**src/rtl/cla_pkg.sv**
```systemverilog
// Shared definitions for the nibble-serial CLA sequencer and its 4-bit stage.
package cla_pkg;

  localparam int NIBBLE_W = 4;

  typedef enum logic [1:0] {
    IDLE  = 2'd0,
    RUN   = 2'd1,
    DRAIN = 2'd2,
    DONE  = 2'd3
  } state_t;

  function automatic int nib_count(input int width);
    return width / NIBBLE_W;
  endfunction

endpackage

```
**src/rtl/cla_nibble_sequencer_if.sv**
```systemverilog
// Request/result handshake bundle between the sequencer and its client.
interface cla_nibble_sequencer_if #(
  parameter int WIDTH = 16
);

  logic             in_valid;
  logic             in_ready;
  logic [WIDTH-1:0] in_a;
  logic [WIDTH-1:0] in_b;
  logic             in_cin;
  logic             out_valid;
  logic             out_ready;
  logic [WIDTH-1:0] out_sum;
  logic             out_cout;

  modport slave (
    input  in_valid, in_a, in_b, in_cin, out_ready,
    output in_ready, out_valid, out_sum, out_cout
  );

  modport master (
    output in_valid, in_a, in_b, in_cin, out_ready,
    input  in_ready, out_valid, out_sum, out_cout
  );

endinterface

```
**src/rtl/cla_nibble_sequencer.sv**
```systemverilog
// Slices a WIDTH-bit add into LSB-first nibbles for an external registered 4-bit CLA
// and reassembles the result, chaining the stage's carry-out back in as carry-in.
module cla_nibble_sequencer
  import cla_pkg::*;
#(
  parameter int WIDTH = 16
) (
  input  logic                  Clk,
  input  logic                  Reset,
  cla_nibble_sequencer_if.slave bus,
  output logic [NIBBLE_W-1:0]   cla_a,
  output logic [NIBBLE_W-1:0]   cla_b,
  output logic                  cla_cin,
  input  logic [NIBBLE_W-1:0]   cla_sum,
  input  logic                  cla_cout,
  output logic                  busy
);

  localparam int NIBBLES = nib_count(WIDTH);
  localparam int IDX_W   = $clog2(NIBBLES);

  if ((WIDTH % NIBBLE_W) != 0 || WIDTH < 2 * NIBBLE_W) begin : g_bad_width
    $error("cla_nibble_sequencer: WIDTH must be a multiple of 4 and at least 8");
  end

  state_t              r_state, w_state_next;
  logic [IDX_W-1:0]    r_idx, w_idx_next;
  logic [WIDTH-1:0]    r_a, r_b;
  logic                r_cin, r_cout;
  logic [WIDTH-1:0]    w_sum;
  logic [NIBBLE_W-1:0] w_a_nib [NIBBLES];
  logic [NIBBLE_W-1:0] w_b_nib [NIBBLES];
  logic                w_accept;
  logic                w_last;

  assign w_accept = bus.in_valid && (r_state == IDLE);
  assign w_last   = (r_idx == IDX_W'(NIBBLES - 1));

  always_ff @(posedge Clk) begin
    if (Reset) begin
      r_state <= IDLE;
      r_idx   <= '0;
    end else begin
      r_state <= w_state_next;
      r_idx   <= w_idx_next;
    end
  end

  always_comb begin
    w_state_next = r_state;
    w_idx_next   = r_idx;
    cla_a        = '0;
    cla_b        = '0;
    cla_cin      = 1'b0;
    case (r_state)
      IDLE: begin
        if (w_accept) begin
          w_state_next = RUN;
          w_idx_next   = '0;
        end
      end
      RUN: begin
        cla_a   = w_a_nib[r_idx];
        cla_b   = w_b_nib[r_idx];
        // The stage's registered carry belongs to the nibble issued last cycle.
        cla_cin = (r_idx == '0) ? r_cin : cla_cout;
        if (w_last) w_state_next = DRAIN;
        else        w_idx_next   = r_idx + 1'b1;
      end
      DRAIN:   w_state_next = DONE;
      DONE:    if (bus.out_ready) w_state_next = IDLE;
      default: w_state_next = IDLE;
    endcase
  end

  always_ff @(posedge Clk) begin
    if (Reset) begin
      r_a    <= '0;
      r_b    <= '0;
      r_cin  <= 1'b0;
      r_cout <= 1'b0;
    end else begin
      if (w_accept) begin
        r_a   <= bus.in_a;
        r_b   <= bus.in_b;
        r_cin <= bus.in_cin;
      end
      if (r_state == DRAIN) r_cout <= cla_cout;
    end
  end

  // Sum nibble gi arrives one cycle after it was issued: during RUN idx gi+1, or DRAIN for the top one.
  for (genvar gi = 0; gi < NIBBLES; gi++) begin : g_nib
    logic                r_nib;
    logic [NIBBLE_W-1:0] r_sum_nib;
    logic                w_wr;

    assign w_a_nib[gi] = r_a[NIBBLE_W*gi +: NIBBLE_W];
    assign w_b_nib[gi] = r_b[NIBBLE_W*gi +: NIBBLE_W];

    if (gi == NIBBLES - 1) begin : g_top
      assign w_wr = (r_state == DRAIN);
    end else begin : g_low
      assign w_wr = (r_state == RUN) && (r_idx == IDX_W'(gi + 1));
    end

    always_ff @(posedge Clk) begin
      if (Reset) begin
        r_sum_nib <= '0;
      end else if (w_wr) begin
        r_sum_nib <= cla_sum;
      end
    end

    assign w_sum[NIBBLE_W*gi +: NIBBLE_W] = r_sum_nib;
  end

  assign bus.in_ready  = (r_state == IDLE);
  assign bus.out_valid = (r_state == DONE);
  assign bus.out_sum   = w_sum;
  assign bus.out_cout  = r_cout;
  assign busy          = (r_state == RUN) || (r_state == DRAIN);

endmodule

```
**src/flat_wrapper.sv**
```systemverilog
// flat-port wrapper written by rule: the top's interface ports become plain ports
module cla_nibble_sequencer_flat import cla_pkg::*;
#(
  parameter int WIDTH = 16
)
  (Clk, Reset, cla_a, cla_b, cla_cin, cla_sum, cla_cout, busy, bus_in_valid, bus_in_a, bus_in_b, bus_in_cin, bus_out_ready, bus_in_ready, bus_out_valid, bus_out_sum, bus_out_cout);
  cla_nibble_sequencer_if #(.WIDTH(WIDTH)) bus_i ();
  input  logic Clk;
  input  logic Reset;
  output logic [NIBBLE_W-1:0] cla_a;
  output logic [NIBBLE_W-1:0] cla_b;
  output logic cla_cin;
  input  logic [NIBBLE_W-1:0] cla_sum;
  input  logic cla_cout;
  output logic busy;
  input wire logic [$bits(bus_i.in_valid)-1:0] bus_in_valid;
  input wire logic [$bits(bus_i.in_a)-1:0] bus_in_a;
  input wire logic [$bits(bus_i.in_b)-1:0] bus_in_b;
  input wire logic [$bits(bus_i.in_cin)-1:0] bus_in_cin;
  input wire logic [$bits(bus_i.out_ready)-1:0] bus_out_ready;
  output wire logic [$bits(bus_i.in_ready)-1:0] bus_in_ready;
  output wire logic [$bits(bus_i.out_valid)-1:0] bus_out_valid;
  output wire logic [$bits(bus_i.out_sum)-1:0] bus_out_sum;
  output wire logic [$bits(bus_i.out_cout)-1:0] bus_out_cout;
  assign bus_i.in_valid = bus_in_valid;
  assign bus_i.in_a = bus_in_a;
  assign bus_i.in_b = bus_in_b;
  assign bus_i.in_cin = bus_in_cin;
  assign bus_i.out_ready = bus_out_ready;
  assign bus_in_ready = bus_i.in_ready;
  assign bus_out_valid = bus_i.out_valid;
  assign bus_out_sum = bus_i.out_sum;
  assign bus_out_cout = bus_i.out_cout;
  cla_nibble_sequencer #(.WIDTH(WIDTH)) u_core (.Clk(Clk), .Reset(Reset), .bus(bus_i), .cla_a(cla_a), .cla_b(cla_b), .cla_cin(cla_cin), .cla_sum(cla_sum), .cla_cout(cla_cout), .busy(busy));
endmodule
```
**config.mk**
```make
export PLATFORM = sky130hd
export DESIGN_NAME = cla_nibble_sequencer_flat
export DESIGN_NICKNAME = d
export VERILOG_FILES = /design/src/rtl/cla_pkg.sv /design/src/rtl/cla_nibble_sequencer_if.sv /design/src/rtl/cla_nibble_sequencer.sv /design/src/flat_wrapper.sv
export SDC_FILE = /design/constraint.sdc
export NUM_CORES = 1
export LEC_CHECK = 0
export CELL_PAD_IN_SITES_DETAIL_PLACEMENT = 1
export CELL_PAD_IN_SITES_GLOBAL_PLACEMENT = 2
export CORE_ASPECT_RATIO = 1.25
export CORE_MARGIN = 4
export CORE_UTILIZATION = 29
export DETAILED_ROUTE_END_ITERATION = 7
export PLACE_DENSITY_LB_ADDON = 0.12
export SYNTH_ARGS = -nofsm -noshare
export SYNTH_HDL_FRONTEND = slang
export SYNTH_SLANG_ARGS = --single-unit
```
**constraint.sdc**
```tcl
create_clock -name Clk -period 3.1 [get_ports Clk]
set_input_delay 0.31 -clock Clk [delete_from_list [all_inputs] [get_ports Clk]]
set_output_delay 0.31 -clock Clk [all_outputs]
set_load 0.02 [all_outputs]
```
=== Yosys cells after proc, flatten, opt, wreduce, memory -nomap -nowiden ===
Cells that the tools add are included.

* Register bits: 54
* Input port bits: 42
* Output and inout port bits: 29
* Word-level logic and storage cells: 50

* Add/sub/neg operators: 1
* Order comparisons: 1
* Eq/ne operators: 10
* Mux-type cells: 17
* Bitwise logic cells: 1
* Reduce and logical (&&, ||, !) cells: 10

{| class="wikitable"
|+ Operators by type and width
! operator !! count
|-
| $mux W4 || 6
|-
| $bmux W4 S2 || 2
|-
| $mux W2 || 5
|-
| $eq A2 B2 Y1 const B || 4
|-
| $pmux W2 S4 || 1
|-
| $reduce_and A3 Y1 || 2
|-
| $eq A2 B1 Y1 const B || 2
|-
| $logic_and A1 B1 Y1 || 4
|-
| $logic_not A2 Y1 || 2
|-
| $ne A2 B1 Y1 const B || 2
|-
| $ne A2 B2 Y1 const B || 2
|-
| $pmux W2 S2 || 1
|-
| $ge A3 B3 Y1 const B || 1
|-
| $not A2 Y3 || 1
|-
| $add A2 B1 Y2 const B || 1
|-
| $mux W1 || 2
|-
| $reduce_bool A2 Y1 || 1
|-
| $logic_or A1 B1 Y1 || 1
|}

=== Logic depth before layout (Yosys ltp) ===
Gate-level depths: netlist of run 1.

* Word-level depth: 5
* Depth in mapped cells: 7
* Depth with buffers taken out: 5

=== Least setup slack after synthesis of run 1 ===
OpenSTA, ideal clock, no wires.

* Path kind: register to output
* Start: register u_core.r_idx[0]
* End: output cla_a[0]
* Data arrival time: 1,213 ps
* Required time: 2,790 ps
* Path slack: 1,577 ps
* Cell stages (with the launch flop): 4
* Buffers on the path: 1
* Cell sequence: dfxtp_1 buf_6 mux4_2 and2_1

* Cells in the longest elaborated chain, start to end: 5

{| class="wikitable"
|+ Ends and longest elaborated chain
! element !! RTL line !! source
|-
| from (decl) || cla_nibble_sequencer.sv:27 || <nowiki>logic [IDX_W-1:0] r_idx, w_idx_next;</nowiki>
|-
| from (signal assigned) || cla_nibble_sequencer.sv:45 || <nowiki>r_idx <= w_idx_next;</nowiki>
|-
| $not A2 Y3 (implied by the code) || cla_nibble_sequencer.sv:63 || <nowiki>cla_a = w_a_nib[r_idx];</nowiki>
|-
| $bmux W4 S2 || cla_nibble_sequencer.sv:63 ||
|-
| $mux W4 (implied by the code) (2 in a row) || cla_nibble_sequencer.sv:63 ||
|-
| $mux W4 || cla_nibble_sequencer.sv:55 || <nowiki>case (r_state)</nowiki>
|-
| to (decl) || flat_wrapper.sv:10 || <nowiki>output logic [NIBBLE_W-1:0] cla_a;</nowiki>
|}

No other way between the ends. The select of a mux whose other input is x is not followed.

=== Final worst setup path of run 1 ===
* Start: register u_core.r_idx[0]
* End: output cla_b[0]

* Cells in the longest elaborated chain, start to end: 5

{| class="wikitable"
|+ Ends and longest elaborated chain
! element !! RTL line !! source
|-
| $not A2 Y3 (implied by the code) || cla_nibble_sequencer.sv:64 || <nowiki>cla_b = w_b_nib[r_idx];</nowiki>
|-
| $bmux W4 S2 || cla_nibble_sequencer.sv:64 ||
|-
| $mux W4 (implied by the code) (2 in a row) || cla_nibble_sequencer.sv:64 ||
|-
| $mux W4 || cla_nibble_sequencer.sv:55 ||
|-
| to (decl) || flat_wrapper.sv:11 || <nowiki>output logic [NIBBLE_W-1:0] cla_b;</nowiki>
|}

No other way between the ends. The select of a mux whose other input is x is not followed.

==> flow_summary.rst, run 1 <==
.. list-table::
   :header-rows: 1

   * - Metric
     - Value
   * - Number of fillers in the final layout
     - 951
   * - Antenna-violating nets left
     - 0
   * - Final Max Tran Viols
     - 0
   * - Length of the first detailed-routing pass in iterations
     - 4
   * - Min setup slack post-route
     - 465 ps
   * - Row count
     - 36
   * - Total count of hold-check failures in the final report
     - 0
   * - Vias in the first global route
     - 2,063
   * - Die outline area
     - 9620 µm²
   * - Global Route Usage Sum
     - 14.1%
   * - Post-Route WL
     - 6480 µm
   * - Fraction of the yosys area taken by sequential cells
     - 46.0%
   * - DRC marker count from the first detailed-route iteration
     - 73
   * - Type of element capturing the critical path
     - output port
   * - Final layout net count
     - 389
   * - WP data arrival
     - 2330 ps
   * - Die height
     - 109 µm
   * - X dimension of the die
     - 88.5 µm
   * - Cell accounting for the most synthesized area
     - sky130_fd_sc_hd__dfxtp_1
   * - Effective utilization at floorplan
     - 30.0%
   * - TritonCTS Buffers
     - 5
   * - Setup bufs post-CTS
     - 0
   * - Hold-fix buffers at CTS
     - 0
   * - Number of remaining DRC errors
     - 0
   * - Min Tclk post-route
     - 2640 ps
   * - Worst setup slack for register-to-register paths
     - 1250 ps
   * - H-tree depth reported by CTS
     - 2
   * - Top-count cell post-synth
     - sky130_fd_sc_hd__nand2_1
   * - Main area contributors after synthesis
     - sky130_fd_sc_hd__dfxtp_1 46%, sky130_fd_sc_hd__nand2_1 14%, sky130_fd_sc_hd__a21oi_1 9.6%, sky130_fd_sc_hd__mux4_2 7.7%, sky130_fd_sc_hd__ha_1 5.3%
   * - Overflow left after global routing
     - 0
   * - Layout overhead on the synthesized area
     - 36.7%
   * - IO Pins
     - 71
   * - Fraction of final layout cells sized beyond drive strength 1
     - 5.92%
   * - Number of antenna violations at the first check in global routing
     - 0
   * - Total area of multi-input combinational cells
     - 1150 µm²
   * - Slew at the pin with the worst max-slew slack
     - 474 ps
   * - Post-synth ARST share
     - 0%
   * - Count of state elements after synthesis
     - 54
   * - Power per cell area
     - 649 nW/µm²
   * - HPWL after DPL
     - 4670 µm
   * - Final cell count without fillers
     - 433
   * - Flip-flop and latch area
     - 1080 µm²
   * - Number of cells after detailed placement
     - 425
   * - Antenna Cells
     - 0
   * - Total of buffers placed on input and output ports
     - 70
   * - Area of the core
     - 7840 µm²
   * - RSZ-0062 raised after global routing
     - no
   * - Average cell area after synthesis
     - 8.58 µm²
   * - Worst VDD drop
     - 0.291 mV
   * - Syn Nets
     - 326
   * - Worst hold path type
     - in -> reg
   * - Number of enable flip-flop cells after synthesis
     - 0
   * - Leakage power summed over all cells
     - 1.15 nW
   * - Post-synth top cells
     - 88 x sky130_fd_sc_hd__nand2_1, 54 x sky130_fd_sc_hd__dfxtp_1, 45 x sky130_fd_sc_hd__a21oi_1
   * - Clock skew after layout
     - 11.4 ps
   * - Clock slew at the register clock pins of the worst setup and hold paths
     - 100 ps
   * - Number of unique standard cell types used by synthesis
     - 23
   * - Number of instances in the synthesized netlist
     - 274
   * - Achievable clock frequency
     - 379 MHz
   * - Clock Latency Late Sink
     - 310 ps
   * - Tightest slew margin relative to the limit
     - 68.4%
   * - Sum of negative setup slack
     - 0 ps
   * - Number of gates resized after cts
     - 0
   * - Maximum buffer depth of the clock tree
     - 2
   * - Required arrival time at the worst endpoint
     - 2790 ps
   * - Final count of negative-setup-slack endpoints
     - 0
   * - Post-synth design cell area
     - 2350 µm²
   * - Area fraction of the dominant cell type after synthesis
     - 46.0%
   * - Wire length of the first global-routing pass
     - 10,400 µm
   * - GPL Wtd Cong
     - 0.672
   * - CTS root buf
     - sky130_fd_sc_hd__clkbuf_8
   * - Clock sink count
     - 54
   * - Category of the worst setup path launch point
     - register
   * - Syn. warnings
     - 0
   * - Final worst-path cycle share
     - 85.0%
   * - Pre-CTS setup slack
     - 766 ps
   * - Status
     - complete, no violations
   * - Maximum number of pins on one net before global-route repair
     - 39
   * - Class of the most critical setup path
     - reg -> out
   * - Final routed wire length divided by cell count
     - 15.0 µm
   * - Via count of the routed design
     - 2,094
   * - Via density
     - 4.84
   * - Critical path peak fanout
     - 7
   * - Leading register cell type out of synthesis
     - sky130_fd_sc_hd__dfxtp_1
   * - TritonCTS clock tree
     - yes
   * - Number of maximum-capacitance violations
     - 0
routing by layer:
layer,share of wire [%],GRT usage (%),vias up
met5,0,0,-
met4,0.93,3.24,0
met3,5.3,4.01,5
met2,51,24.5,44
met1,42,17.1,1008
li1,-,-,1037
where the power goes:
part           switching (mW)  internal, mW  leakage, nW  total [mW]
registers              0.0684         0.800        0.441       0.868
logic                   0.416         0.330        0.658       0.746
clock network           0.228         0.242       0.0524       0.470
cells in the final DEF, fill, tap and decap left out:
cell	count
sky130_fd_sc_hd__nor2_1	6
sky130_fd_sc_hd__and2_0	1
sky130_fd_sc_hd__bufinv_16	1
sky130_fd_sc_hd__nor2b_1	4
sky130_fd_sc_hd__o31ai_1	1
sky130_fd_sc_hd__clkdlybuf4s50_1	69
sky130_fd_sc_hd__and2_1	9
sky130_fd_sc_hd__ha_1	10
sky130_fd_sc_hd__a21oi_1	45
sky130_fd_sc_hd__buf_2	1
sky130_fd_sc_hd__o21bai_1	1
sky130_fd_sc_hd__nand2_1	88
sky130_fd_sc_hd__o41ai_1	2
sky130_fd_sc_hd__dfxtp_1	54
sky130_fd_sc_hd__mux4_2	8
sky130_fd_sc_hd__mux2i_1	7
sky130_fd_sc_hd__inv_1	5
sky130_fd_sc_hd__buf_4	5
sky130_fd_sc_hd__nand3_1	10
sky130_fd_sc_hd__o311ai_0	2
sky130_fd_sc_hd__clkbuf_8	5
sky130_fd_sc_hd__nor3_1	1
sky130_fd_sc_hd__or4_1	1
sky130_fd_sc_hd__clkbuf_1	2
final cells by class:
type                            instances  share of cell area, %
Multi-Input combinational cell        196                   35.9
Sequential cell                        54                   33.7
Timing Repair Buffer                   75                   22.8
Tap cell                               95                   3.70
Clock buffer                            7                   2.38
Clock inverter                          1                  0.935
Inverter                                5                  0.584
state kept, by name (all words and copies together) (netlist names):
signal / cells
u_core.g_nib.r_sum_nib: 16
u_core.r_b: 16
u_core.bus.out_cout: 1
u_core.r_state: 2
u_core.r_idx: 2
u_core.r_cin: 1
u_core.r_a: 16
worst max-delay path: stages, from the launching register on:
cell	delay (ps)
sky130_fd_sc_hd__dfxtp_1	560
sky130_fd_sc_hd__buf_4	240
sky130_fd_sc_hd__mux4_2	510
sky130_fd_sc_hd__and2_1	180
sky130_fd_sc_hd__clkdlybuf4s50_1	530
worst paths after layout:
path                                                startpoint                          endpoint  depth (start not counted)
worst max-delay path              u_core.r_idx[0]$_SDFFE_PP0P_                          cla_b[0]                          4
worst min register to register      u_core.r_a[8]$_SDFFE_PP0P_        u_core.r_a[8]$_SDFFE_PP0P_                          2
worst min-delay path                                     Reset  u_core.bus.out_cout$_SDFFE_PP0P_                          2
worst max register to register  u_core.r_state[1]$_SDFFE_PP0P_      u_core.r_idx[0]$_SDFFE_PP0P_                          5
cells by family (layout without fill, tap and decap cells):
kind of cell / count (synthesis) / in the layout / synth area share (%)
and+or+nand+nor: 120 / 120 / 21.4
muxes: 15 / 15 / 10.6
AOI/OAI and AO/OA: 51 / 51 / 11.7
DFF: 54 / 54 / 46.0
adders and majority gates: 10 / 10 / 5.32
buffers and inverters: 24 / 88 / 4.90
through the flow:
stage               total power, mW  instance area (µm²)  utilization [%]  hold WS (ps)
finish                         2.08                 3210             41.0           362
global route                   2.24                 3210             41.0           373
CTS                            2.13                 3210             41.0           366
detailed placement             1.65                 3110             39.6           447
global placement               1.64                 3110             39.6           441
floorplan                      1.37                 2350                -           433
Note: power is estimated with default switching activity, not from simulation.
==> run 2, diff against run 1 <==
- CORE_UTILIZATION: 29 -> 27
- HOLD_SLACK_MARGIN: unset -> 0.05
- clock period: 3.1 -> 2.7 ns (I/O delays scaled with it)
==> run 2 against run 1 <==
  * Non-clock buffer count shrank 1
  * Sequential power increased by 16%
  * Combinational power rose by 12%
  * Core utilization down 2.5 points
  * Clock-buffer cell count decreased by 1
  * Total power is 11% higher
  * Global-route usage decreased by 0.58 points
  * Clock skew is 5.5 ps lower
  * Critical path type unchanged
==> flow_summary.rst, run 2 (synthesis gave the netlist of run 1 again) <==
.. list-table::
   :header-rows: 1

   * - Metric
     - Value
   * - Category of the worst setup path launch point
     - register (unchanged)
   * - Clock skew after layout
     - 5.94 ps (was 11.4 ps)
   * - Global Route Usage Sum
     - 13.5% (was 14.1%)
   * - Pint
     - 1.50 mW (was 1.37 mW)
   * - Wire length of the first global-routing pass
     - 11,000 µm (was 10,400 µm)
   * - Achievable clock frequency
     - 418 MHz
   * - CP startpoint
     - u_core.r_idx[0]$_SDFFE_PP0P_ (unchanged)
   * - Clock sink count
     - 54 (unchanged)
   * - Crit path to
     - cla_a[0] (was cla_b[0])
   * - Final worst-path cycle share
     - 88.6%
   * - Overflow left after global routing
     - 0 (unchanged)
   * - Most used cells in the layout excluding fill and tap cells
     - 88 x sky130_fd_sc_hd__nand2_1, 69 x sky130_fd_sc_hd__clkdlybuf4s50_1, 53 x sky130_fd_sc_hd__dfxtp_1 (was 88 x sky130_fd_sc_hd__nand2_1, 69 x sky130_fd_sc_hd__clkdlybuf4s50_1, 54 x sky130_fd_sc_hd__dfxtp_1)
   * - Number of cells after detailed placement
     - 446 (was 425)
   * - Critical path peak fanout
     - 12 (was 7)
   * - Leakage power summed over all cells
     - 1.14 nW (was 1.15 nW)
   * - Clock slew at the register clock pins of the worst setup and hold paths
     - 100 ps (about the same)
   * - Length of the first detailed-routing pass in iterations
     - 3 (was 4)
   * - Number of antenna violations at the first check in global routing
     - 0 (unchanged)
   * - Via density
     - 4.48 (was 4.84)
   * - Number of maximum-capacitance violations
     - 0 (unchanged)
   * - Min Tclk post-route
     - 2390 ps
   * - Final Core Density
     - 38.5% (was 41.0%)
   * - Antenna Cells
     - 0 (unchanged)
   * - Row count
     - 37 (was 36)
   * - Maximum buffer depth of the clock tree
     - 2 (unchanged)
   * - Sequential fraction of design power
     - 43.4% (was 41.7%)
   * - TritonCTS clock tree
     - yes (unchanged)
   * - Final routed wire length divided by cell count
     - 14.6 µm (was 15.0 µm)
   * - Area of the core
     - 8380 µm² (was 7840 µm²)
   * - Number of remaining DRC errors
     - 0 (unchanged)
   * - GPL Wtd Cong
     - 0.761 (was 0.672)
   * - Net switching power of the design
     - 0.821 mW (was 0.712 mW)
   * - Worst hold path type
     - in -> reg (unchanged)
   * - CTS root buf
     - sky130_fd_sc_hd__clkbuf_8 (unchanged)
   * - Reg2Reg Capture Point
     - u_core.r_idx[1]$_SDFFE_PP0P_ (was u_core.r_idx[0]$_SDFFE_PP0P_)
   * - Die height
     - 112 µm (was 109 µm)
   * - Sw frac
     - 35.4% (was 34.2%)
   * - HPWL after DPL
     - 4780 µm (was 4670 µm)
   * - Sum of negative setup slack
     - 0 ps (unchanged)
   * - Most common library cell in the layout ignoring fill and taps
     - sky130_fd_sc_hd__nand2_1 (unchanged)
   * - Final layout net count
     - 388 (was 389)
   * - Layout overhead on the synthesized area
     - 37.1% (was 36.7%)
   * - Worst setup slack for register-to-register paths
     - 870 ps (was 1250 ps)
   * - Antenna-violating nets left
     - 0 (unchanged)
   * - DRC marker count from the first detailed-route iteration
     - 46 (was 73)
   * - Via count of the routed design
     - 2,033 (was 2,094)
   * - Die outline area
     - 10,300 µm² (was 9620 µm²)
   * - Status
     - complete, no violations (unchanged)
   * - RSZ-0062 raised after global routing
     - no (unchanged)
   * - Number of fillers in the final layout
     - 1,030 (was 951)
   * - Largest registers ranked by flip-flop count
     - u_core.g_nib.r_sum_nib: 16 flops, u_core.r_a: 16 flops, u_core.r_b: 16 flops (unchanged)
   * - Effective utilization at floorplan
     - 28.0% (was 30.0%)
   * - Worst reg2reg startpoint
     - u_core.r_state[1]$_SDFFE_PP0P_ (unchanged)
   * - X dimension of the die
     - 91.4 µm (was 88.5 µm)
   * - Class of the most critical setup path
     - reg -> out (unchanged)
   * - Pre-CTS setup slack
     - 378 ps (was 766 ps)
   * - Type of element capturing the critical path
     - output port (unchanged)
   * - Share of total power in combinational logic
     - 36.1% (was 35.8%)
   * - Clk network pwr share
     - 20.5% (was 22.5%)
   * - Worst VDD drop
     - 0.305 mV (was 0.291 mV)
   * - Total count of hold-check failures in the final report
     - 0 (unchanged)
   * - Hold-fix buffers at CTS
     - 0 (unchanged)
   * - Fraction of final layout cells sized beyond drive strength 1
     - 6.53% (was 5.92%)
   * - H-tree depth reported by CTS
     - 2 (unchanged)
   * - Post-Route Hold Slack
     - 400 ps (was 362 ps)
   * - Vias in the first global route
     - 2,186 (was 2,063)
   * - Post-Route WL
     - 6610 µm (was 6480 µm)
   * - Min setup slack post-route
     - 309 ps (was 465 ps)
   * - Final count of negative-setup-slack endpoints
     - 0 (unchanged)
   * - Final cell count without fillers
     - 454 (was 433)
   * - Final Max Tran Viols
     - 0 (unchanged)
   * - TritonCTS Buffers
     - 5 (unchanged)
   * - Maximum number of pins on one net before global-route repair
     - 34 (was 39)
   * - IO Pins
     - 71 (unchanged)
   * - Clock Latency Late Sink
     - 310 ps (about the same)
   * - Number of cells traversed by the worst register-to-register path
     - 5 (unchanged)
   * - Total of buffers placed on input and output ports
     - 70 (unchanged)
   * - Power per cell area
     - 720 nW/µm² (was 649 nW/µm²)
   * - Slew at the pin with the worst max-slew slack
     - 486 ps (was 474 ps)
   * - Tightest slew margin relative to the limit
     - 67.6% (was 68.4%)
   * - Required arrival time at the worst endpoint
     - 2430 ps (was 2790 ps)
   * - WP data arrival
     - 2120 ps (was 2330 ps)
## run 2: changes by cell type in the layout (fill, tap and decap cells not counted), sizes merged
| cell | change |
|---|---|
| bufinv | -1 |
| clkbuf | -1 |
| clkinv | +1 |
| clkinvlp | +1 |
| buf | -1 |
## run 2: how the worst min path moves through the flow
| stage | start | to | slack [ps] | cells after the start |
|---|---|---|---|---|
| 6_report | Reset | u_core.g_nib[3].r_sum_nib[0]$_SDFFE_PP0P_ | 400 | 2 |
| 5_1_grt | Reset | u_core.bus.out_cout$_SDFFE_PP0P_ | 440 | 2 |
| 4_1_cts | Reset | u_core.g_nib[3].r_sum_nib[1]$_SDFFE_PP0P_ | 420 | 2 |
| 3_5_place_dp | u_core.r_b[6]$_SDFFE_PP0P_ | u_core.r_b[6]$_SDFFE_PP0P_ | 450 | 2 |
| 3_3_place_gp | u_core.r_b[6]$_SDFFE_PP0P_ | u_core.r_b[6]$_SDFFE_PP0P_ | 440 | 2 |
| 2_1_floorplan | bus_in_a[0] | u_core.r_a[0]$_SDFFE_PP0P_ | 410 | 2 |
## run 2: metal layers
| layer | vias up | global-route usage [%] | wire (µm) |
|---|---|---|---|
| met4 | 0 | 4.23 | 75 |
| li1 | 1030 | - | - |
| met5 | - | 0 | 0 |
| met2 | 42 | 24.2 | 3350 |
| met1 | 957 | 15.6 | 2900 |
| met3 | 4 | 3.42 | 279 |
## run 2: worst max-delay path, cell delays in order, from the launching register on
cell                              delay [ps]
sky130_fd_sc_hd__dfxtp_2                 560
sky130_fd_sc_hd__mux4_2                  550
sky130_fd_sc_hd__and2_1                  180
sky130_fd_sc_hd__clkdlybuf4s50_1         530
## run 2: power by group through the flow
stage / sequential [mW] / combinational, mW / clock (mW)
final: 1.01 / 0.837 / 0.476
after detailed placement: 1.03 / 0.861 / 0
after floorplan: 1.01 / 0.569 / 0
after CTS: 1.01 / 0.866 / 0.503
after global placement: 1.02 / 0.855 / 0
after global routing: 1.03 / 0.946 / 0.531
## run 2: cell type report
cell class | count | area (µm²) | share of cell area (%)
clock buffer | 6 | 82.6 | 2.56
inverter | 5 | 18.8 | 0.583
multi-input combinational | 196 | 1150 | 35.8
clock inverter | 2 | 12.5 | 0.388
timing repair buffer | 74 | 726 | 22.5
sequential | 54 | 1080 | 33.6
tap | 117 | 146 | 4.54
## run 2: timing repair
action                                  CTS  global route
buffers inserted                          0             0
gates resized for setup                   0             1
endpoints found under the setup margin    0             5
## run 2: through the flow
step,power (mW),cell area [µm²]
after floorplan,1.58,2350
after global placement,1.88,3130
after detailed placement,1.89,3130
after CTS,2.38,3220
after global routing,2.51,3220
final,2.32,3220
